$ cat src/rtl/alu_control_seq.sv
// Registered ALU control for the ID/EX boundary: decodes ALUOp/funct into an
// ALU select and sequences multi-cycle MULT/DIV launches with an upstream stall.
module alu_control_seq #(
    parameter int ALUOP_WIDTH  = 3,
    parameter int FUNCT_WIDTH  = 6,
    parameter int OPER_WIDTH   = 4,
    parameter int MULT_LATENCY = 4,
    parameter int DIV_LATENCY  = 32
) (
    input  logic                   clk,
    input  logic                   reset,
    input  logic                   valid_i,
    input  logic                   flush_i,
    input  logic [ALUOP_WIDTH-1:0] ALUOp,
    input  logic [FUNCT_WIDTH-1:0] ALUFunction,
    output logic [OPER_WIDTH-1:0]  ALUOperation,
    output logic                   valid_o,
    output logic                   Illegal,
    output logic                   MDUStart,
    output logic [1:0]             MDUOp,
    output logic                   MDUDone,
    output logic                   Stall
);

    localparam int MAX_LAT = (MULT_LATENCY > DIV_LATENCY) ? MULT_LATENCY : DIV_LATENCY;
    localparam int CNT_W   = (MAX_LAT > 1) ? $clog2(MAX_LAT) : 1;

    typedef logic [ALUOP_WIDTH-1:0] aluop_t;
    typedef logic [FUNCT_WIDTH-1:0] funct_t;
    typedef logic [CNT_W-1:0]       cnt_t;
    typedef enum logic {S_IDLE, S_BUSY} state_t;

    localparam logic [3:0] OP_NOP = 4'b1001;
    localparam logic [3:0] OP_MDU = 4'b1100;
    localparam aluop_t A_RTYPE = aluop_t'(3'b111);
    localparam aluop_t A_ADDI  = aluop_t'(3'b100);
    localparam aluop_t A_ORI   = aluop_t'(3'b001);
    localparam aluop_t A_ANDI  = aluop_t'(3'b011);
    localparam aluop_t A_LUI   = aluop_t'(3'b101);
    localparam aluop_t A_BR    = aluop_t'(3'b010);
    localparam cnt_t   MULT_LOAD = cnt_t'(MULT_LATENCY - 1);
    localparam cnt_t   DIV_LOAD  = cnt_t'(DIV_LATENCY - 1);

    state_t     r_state, w_state_next;
    logic [3:0] r_op, w_op_next, w_dec_op;
    logic       r_valid, w_valid_next;
    logic       r_illegal, w_illegal_next, w_dec_illegal;
    logic       r_start, w_start_next;
    logic [1:0] r_mdu_op, w_mdu_op_next;
    logic       r_done, w_done_next;
    cnt_t       r_cnt, w_cnt_next, w_cnt_load;
    logic       w_dec_mdu;

    // Decode of the instruction currently on the inputs.
    always_comb begin
        // NOTE: every combinational output gets a default first so no path can infer a latch.
        w_dec_op      = OP_NOP;
        w_dec_illegal = 1'b1;
        w_dec_mdu     = 1'b0;
        case (ALUOp)
            A_RTYPE: begin
                w_dec_illegal = 1'b0;
                case (ALUFunction)
                    funct_t'(6'b100100): w_dec_op = 4'b0000;
                    funct_t'(6'b100101): w_dec_op = 4'b0001;
                    funct_t'(6'b100111): w_dec_op = 4'b0010;
                    funct_t'(6'b100000): w_dec_op = 4'b0011;
                    funct_t'(6'b100010): w_dec_op = 4'b0100;
                    funct_t'(6'b000000): w_dec_op = 4'b0110;
                    funct_t'(6'b000010): w_dec_op = 4'b0111;
                    funct_t'(6'b101010): w_dec_op = 4'b1000;
                    funct_t'(6'b010000): w_dec_op = 4'b1010;
                    funct_t'(6'b010010): w_dec_op = 4'b1011;
                    funct_t'(6'b011000), funct_t'(6'b011001),
                    funct_t'(6'b011010), funct_t'(6'b011011): begin
                        w_dec_op  = OP_MDU;
                        w_dec_mdu = 1'b1;
                    end
                    default: w_dec_illegal = 1'b1;
                endcase
            end
            A_ADDI:  begin w_dec_op = 4'b0011; w_dec_illegal = 1'b0; end
            A_ORI:   begin w_dec_op = 4'b0001; w_dec_illegal = 1'b0; end
            A_ANDI:  begin w_dec_op = 4'b0000; w_dec_illegal = 1'b0; end
            A_LUI:   begin w_dec_op = 4'b0101; w_dec_illegal = 1'b0; end
            A_BR:    begin w_dec_op = 4'b0100; w_dec_illegal = 1'b0; end
            default: ;
        endcase
    end

    // funct[1] separates DIV/DIVU from MULT/MULTU; funct[1:0] is the MDUOp encoding.
    assign w_cnt_load = ALUFunction[1] ? DIV_LOAD : MULT_LOAD;

    always_comb begin
        w_state_next   = r_state;
        w_op_next      = r_op;
        w_valid_next   = r_valid;
        w_illegal_next = r_illegal;
        w_start_next   = 1'b0;
        w_mdu_op_next  = r_mdu_op;
        w_done_next    = 1'b0;
        w_cnt_next     = r_cnt;
        case (r_state)
            S_IDLE: begin
                if (valid_i && !flush_i) begin
                    w_op_next      = w_dec_op;
                    w_valid_next   = 1'b1;
                    w_illegal_next = w_dec_illegal;
                    if (w_dec_mdu) begin
                        w_start_next  = 1'b1;
                        w_mdu_op_next = ALUFunction[1:0];
                        w_cnt_next    = w_cnt_load;
                        w_done_next   = (w_cnt_load == '0);
                        w_state_next  = S_BUSY;
                    end
                end else begin
                    w_op_next      = OP_NOP;
                    w_valid_next   = 1'b0;
                    w_illegal_next = 1'b0;
                end
            end
            S_BUSY: begin
                if (flush_i) w_valid_next = 1'b0;
                // Done is registered one count early so it lines up with the last Stall cycle.
                if (r_cnt != '0) begin
                    w_cnt_next  = r_cnt - cnt_t'(1);
                    w_done_next = (r_cnt == cnt_t'(1));
                end else begin
                    w_state_next = S_IDLE;
                end
            end
            default: w_state_next = S_IDLE;
        endcase
    end

    always_ff @(posedge clk) begin
        // NOTE: state registers use non-blocking assignments so every flop samples pre-edge values.
        if (reset) begin
            r_state   <= S_IDLE;
            r_op      <= OP_NOP;
            r_valid   <= 1'b0;
            r_illegal <= 1'b0;
            r_start   <= 1'b0;
            r_mdu_op  <= 2'b00;
            r_done    <= 1'b0;
            r_cnt     <= '0;
        end else begin
            r_state   <= w_state_next;
            r_op      <= w_op_next;
            r_valid   <= w_valid_next;
            r_illegal <= w_illegal_next;
            r_start   <= w_start_next;
            r_mdu_op  <= w_mdu_op_next;
            r_done    <= w_done_next;
            r_cnt     <= w_cnt_next;
        end
    end

    assign ALUOperation = OPER_WIDTH'(r_op);
    assign valid_o      = r_valid;
    assign Illegal      = r_illegal;
    assign MDUStart     = r_start;
    assign MDUOp        = r_mdu_op;
    assign MDUDone      = r_done;
    assign Stall        = (r_state == S_BUSY);

endmodule

$ cat config.mk
export PLATFORM = sky130hd
export DESIGN_NAME = alu_control_seq
export DESIGN_NICKNAME = d
export VERILOG_FILES = /design/src/rtl/alu_control_seq.sv
export SDC_FILE = /design/constraint.sdc
export NUM_CORES = 1
export LEC_CHECK = 0
export CAP_MARGIN = 30
export CORE_MARGIN = 2
export CORE_UTILIZATION = 30
export CTS_BUF_LIST = sky130_fd_sc_hd__clkbuf_4
export CTS_CLUSTER_DIAMETER = 50
export DETAILED_ROUTE_END_ITERATION = 7
export PLACE_DENSITY_LB_ADDON = 0.2
export SLEW_MARGIN = 20
export SYNTH_ARGS = -nofsm -noshare
export SYNTH_HDL_FRONTEND = slang
export SYNTH_SLANG_ARGS = --single-unit
$ cat constraint.sdc
create_clock -name clk -period 2.4 [get_ports clk]
set_clock_uncertainty 0.1 [all_clocks]
set_input_delay 0.48 -clock clk [delete_from_list [all_inputs] [get_ports clk]]
set_output_delay 0.48 -clock clk [all_outputs]
set_load 0.02 [all_outputs]
# [After elaboration in Yosys (flattened, before gate mapping)]
# Index checks and enable logic that the tools add are counted.
[totals] reg_bits=16 output_inout_bits=11 word_cells=69
[op_classes] add_sub_neg=1 n_eq_ne=24 muxes=24 bitwise_logic=1 n_reduce_logical=11
[op_table] op="4-bit case mux with 11 select lines" count=1
[op_table] op="6-bit by 5-bit equality test with 1-bit output, second input constant" count=6
[op_table] op="6-bit equality test, second input constant" count=6
[op_table] op="4-bit case mux with 6 select lines" count=1
[op_table] op="5-bit 2-to-1 mux" count=4
[op_table] op="14-bit OR reduction" count=1
[op_table] op="1-bit 2-to-1 mux" count=12
[op_table] op="5-bit case mux with 2 select lines" count=1
[op_table] op="3-bit equality test, second input constant" count=3
[op_table] op="1-bit case mux with 2 select lines" count=4
[op_table] op="3-bit by 2-bit equality test with 1-bit output, second input constant" count=2
[op_table] op="6-bit by 2-bit equality test with 1-bit output, second input constant" count=1
[op_table] op="6-bit zero test" count=1
[op_table] op="2-bit != test, second input constant" count=3
[op_table] op="3-bit AND reduction" count=2
[op_table] op="5-bit by 1-bit equality test with 1-bit output, second input constant" count=1
[op_table] op="5-bit zero test" count=1
[op_table] op="5-bit nonzero test" count=1
[op_table] op="5-bit OR reduction" count=1
[op_table] op="5-bit by 1-bit subtractor with 5-bit output, second input constant" count=1
[op_table] op="4-bit 2-to-1 mux" count=1
[op_table] op="4-bit OR reduction" count=1
[op_table] op="3-bit by 1-bit equality test with 1-bit output, second input constant" count=1
[op_table] op="2-bit by 1-bit != test with 1-bit output, second input constant" count=1
[op_table] op="4 further kinds" count=4

# [Depth between registers and ports, before layout]
[logic_depth] word_depth=7 mapped_depth=6 depth_no_buf=6

# [Least setup slack after synthesis]
# OpenSTA, ideal clock, no wires.
[synth_path] path_type="reg-to-reg" from="register r_cnt[0]" to="register r_cnt[2]" setup_time_ps=95 arrival_time_ps=1474 slack_ps=731 path_stages_with_launch=7 cell_sequence="dfxtp_1 > inv_1 > ha_1 > nor4b_4 > nor2_2 > or3_1 > a221oi_1"
[synth_via] elab_chain_len=3 elab_cells_between_ends=6 cone_classes="add/sub: 1; eq/ne: 1; mux: 2; reduce/logical: 2"
[synth_rtl] item="start: declaration" line_no="51" source="cnt_t r_cnt, w_cnt_next, w_cnt_load;"
[synth_rtl] item="start signal: assignment" line_no="155" source="r_cnt <= w_cnt_next;"
[synth_rtl] item="5-bit by 1-bit subtractor with 5-bit output or 5-bit nonzero test (tied branches)" line_no="126, 125"
[synth_rtl] item="5-bit 2-to-1 mux or 2-bit by 1-bit != test with 1-bit output (tied branches)"
[synth_rtl] item="5-bit case mux with 2 select lines or 3-bit AND reduction (tied branches)"
# Parallel ways exist; a longest one is shown, timed or not. The select of a mux whose other input is x is not followed.
# A chain may end at the register's enable or synchronous reset.

# [Final worst setup path]
[layout_path] from="register r_state (netlist: Stall)" to="output port Stall"
[layout_rtl] item="start: declaration" line_no="44" source="state_t r_state, w_state_next;"
[layout_rtl] item="start signal: assignment" line_no="148" source="r_state <= w_state_next;"
[layout_rtl] item="end: declaration" line_no="22" source="output logic Stall"
# No word-level cell between the ends.

==> results by group <==
Clocking
  – CTS Buffer Depth: 2
  – CTS Buf Count: 3
  – TritonCTS clock tree: done
  – Number of H-tree levels: 1
  – Post-CTS Hold Fix Bufs: 0
  – PostCTS Resize Cnt: 0
  – Worst-Skew Late Latency: 280 ps
  – Setup Buffers After CTS: 0
  – Clk pin slew, worst setup/hold paths: 90 ps
  – # clock sinks: 16
  – Clock root cell: clkbuf_4

Critical path
  – Crit-path max FO: 10
  – Critical path's largest stage delay: 680 ps
  – Startpoint types: flop
  – CP Class: reg -> out
  – Top Family by Delay on Critical Path: buffers and inverters
  – Buffers & Inverters on Critical Path: 1
  – WP data required: 1820 ps
  – Worst R2R Setup Slack: 480 ps
  – Critical-path top delay cell: clkdlybuf4s50_1
  – Critical Path, Cell by Cell: clkdlybuf4s50_1
  – CP Capture Type: output pin
  – CP Data Arrival Time: 1510 ps

Flow run
  – MaxCap Viol Count: 0

Timing
  – Fmax: 479 MHz
  – Tmin final: 2090 ps
  – Final setup violation count: 0
  – Final hold violations: 0
  – RSZ-0062 raised after global routing: no
  – Worst Max-Slew Pin Slew: 354 ps
  – Max-slew violations: 0
  – Worst slew margin: 0.762
  – Setup ws final: 312 ps
  – Total Neg Setup Slack: 0 ps
  – Tcrit/Tclk final: 0.870
  – Hold slack: 407 ps

Drt
  – DRT antenna net count: 0
  – Wire length per cell: 13.2 um
  – DR DRC count: 0
  – Detailed Route Iter0 Violations: 18
  – WL final: 2430 um
  – Vias: 965
  – Drt pass-1 iters: 4
  – Drt via density: 5.24

Global route
  – Initial antenna violation count: 0
  – Largest net degree at the start of global routing: 20
  – GRT Util Overall: 0.144
  – Remaining Overflow, GRT: 0
  – Global-route wire length before repair: 4080 um
  – Vias in the first global route: 933

Cells and area
  – Post-route cell area: 1310 sq um
  – Layout cells sized above 1: 0.136
  – Antenna cells: 0
  – Synth-to-Final Area Change: 32.9%
  – Final Core Density: 0.426
  – Nets: 157
  – Final-layout fill cell count: 326

Placed design
  – Post-DP HPWL: 1840 um
  – Placer Congestion: 0.763
  – PortBufs: 23
  – Pre-CTS WS: 179 ps
  – Post-Place Cell Area: 1280 sq um

Synth
  – Synthesized area: 986 sq um
  – Post-synth EDFFs: 0
  – Simple-gate area share of the yosys netlist: 0.344
  – Register area share after synthesis: 0.325
  – YS warnings: 0
  – Ys async rst share: 0
  – Mux share of post-synthesis cell area: 0.0305
  – Synth Area in Compound Gates: 0.214
  – Mapped Nets: 129
  – Netlist cell types: 44
  – Ys flop type: dfxtp_1
  – Yosys reg bits: 16
  – Adder-Cell Fraction of Synth Area: 0.0381
  – XOR/XNOR share of the synthesized area: 0
  – Cells after Synth: 113
  – Largest family of logic cells by synthesized area: simple AND/OR/NAND/NOR gates
  – Synthesized area per cell: 8.73 sq um

Pwr
  – Power density over cell area: 384 nW/um^2
  – Peak supply drop: 0.280 mV
  – P_leak: 0.000466 uW

Floorplanning
  – Row Count: 20
  – Boundary Pins: 24
  – Chip width: 61.3 um
  – Die height: 61.3 um
  – Initial Util: 0.320
  – Core area: 3080 sq um
  – Die area: 3760 sq um

Run status
  – Status: finished, final reports clean

Hold path
  – Worst hold path type: reg -> reg
cells in the final DEF (no fill, tap or decap), drive strengths merged, types with 5 or more instances in the layout:
master,synthesis,layout
nor2,14,14
a21oi,7,7
clkdlybuf4s50,0,23
nor3,6,6
buf,4,6
dfxtp,16,16
o21ai,5,5
cell usage after synthesis, drive strengths merged, types with 3 or more instances:
| cell | n | area share |
|---|---|---|
| ha | 3 | 0.038 |
| nor3 | 6 | 0.042 |
| nand3 | 4 | 0.020 |
| buf | 4 | 0.025 |
| o21ai | 5 | 0.025 |
| dfxtp | 16 | 0.32 |
| a21oi | 7 | 0.036 |
| a221oi | 4 | 0.036 |
| mux2i | 3 | 0.030 |
| nand2 | 4 | 0.015 |
| nor2 | 14 | 0.056 |
| nor4b | 3 | 0.042 |
| inv | 4 | 0.015 |
| nor4 | 4 | 0.025 |
layout make-up:
| class | instances | area (sq um) | area share |
|---|---|---|---|
| clock inverters | 1 | 3.75 | 0.00287 |
| clock buffers | 3 | 22.5 | 0.0172 |
| multi-input cells | 87 | 618 | 0.472 |
| repair buffers | 29 | 275 | 0.210 |
| well taps | 44 | 55.1 | 0.0420 |
| inverters | 4 | 15.0 | 0.0115 |
| flip-flops and latches | 16 | 320 | 0.245 |
sequential cells by signal, indices dropped and copies added, names as in the netlist:
signal and cells:
MDUStart 1, MDUOp 2, r_cnt 5, ALUOperation 4, Illegal 1, valid_o 1
MDUDone 1, Stall 1
metrics by stage:
step / cells / total power [uW]
3_3_place_gp: 180 / 365
3_5_place_dp: 180 / 365
2_1_floorplan: 113 / 321
5_1_grt: 184 / 535
4_1_cts: 184 / 513
6_report: 184 / 503
routing by layer:
layer	vias up	routed length, um	global-route usage	share of wire
met5	-	0	0	0
met4	0	21	0.0280	0.0087
met3	2	105	0.0441	0.043
met2	21	1100	0.245	0.45
met1	460	1190	0.182	0.49
li1	482	-	-	-
final timing paths:
check | cells after the start | to | from
worst max register to register | 6 | r_cnt[3] | r_cnt[0]
worst min register to register | 2 | MDUOp[0] | MDUOp[0]
worst min-delay path | 2 | MDUOp[0] | MDUOp[0]
worst max-delay path | 1 | Stall | Stall
power by group:
group	switching [uW]	internal, uW	total (uW)
Clock	83.0	60.3	143
Sequential	1.85	268	270
Combinational	43.5	45.6	89.1
kinds of logic after synthesis:
family,after synthesis
AND/OR/NAND/NOR,51
AO/OA/AOI/OAI,30
flip-flops,16
buffers and inverters,10
multiplexers,3
adder cells (fa/ha/maj),3
worst min-delay path: stages, from the launching register on:
cell and delay, ps:
dfxtp_1 340, mux2i_1 70, nor2_1 70
No activity file was read; power rests on OpenSTA's default activity.
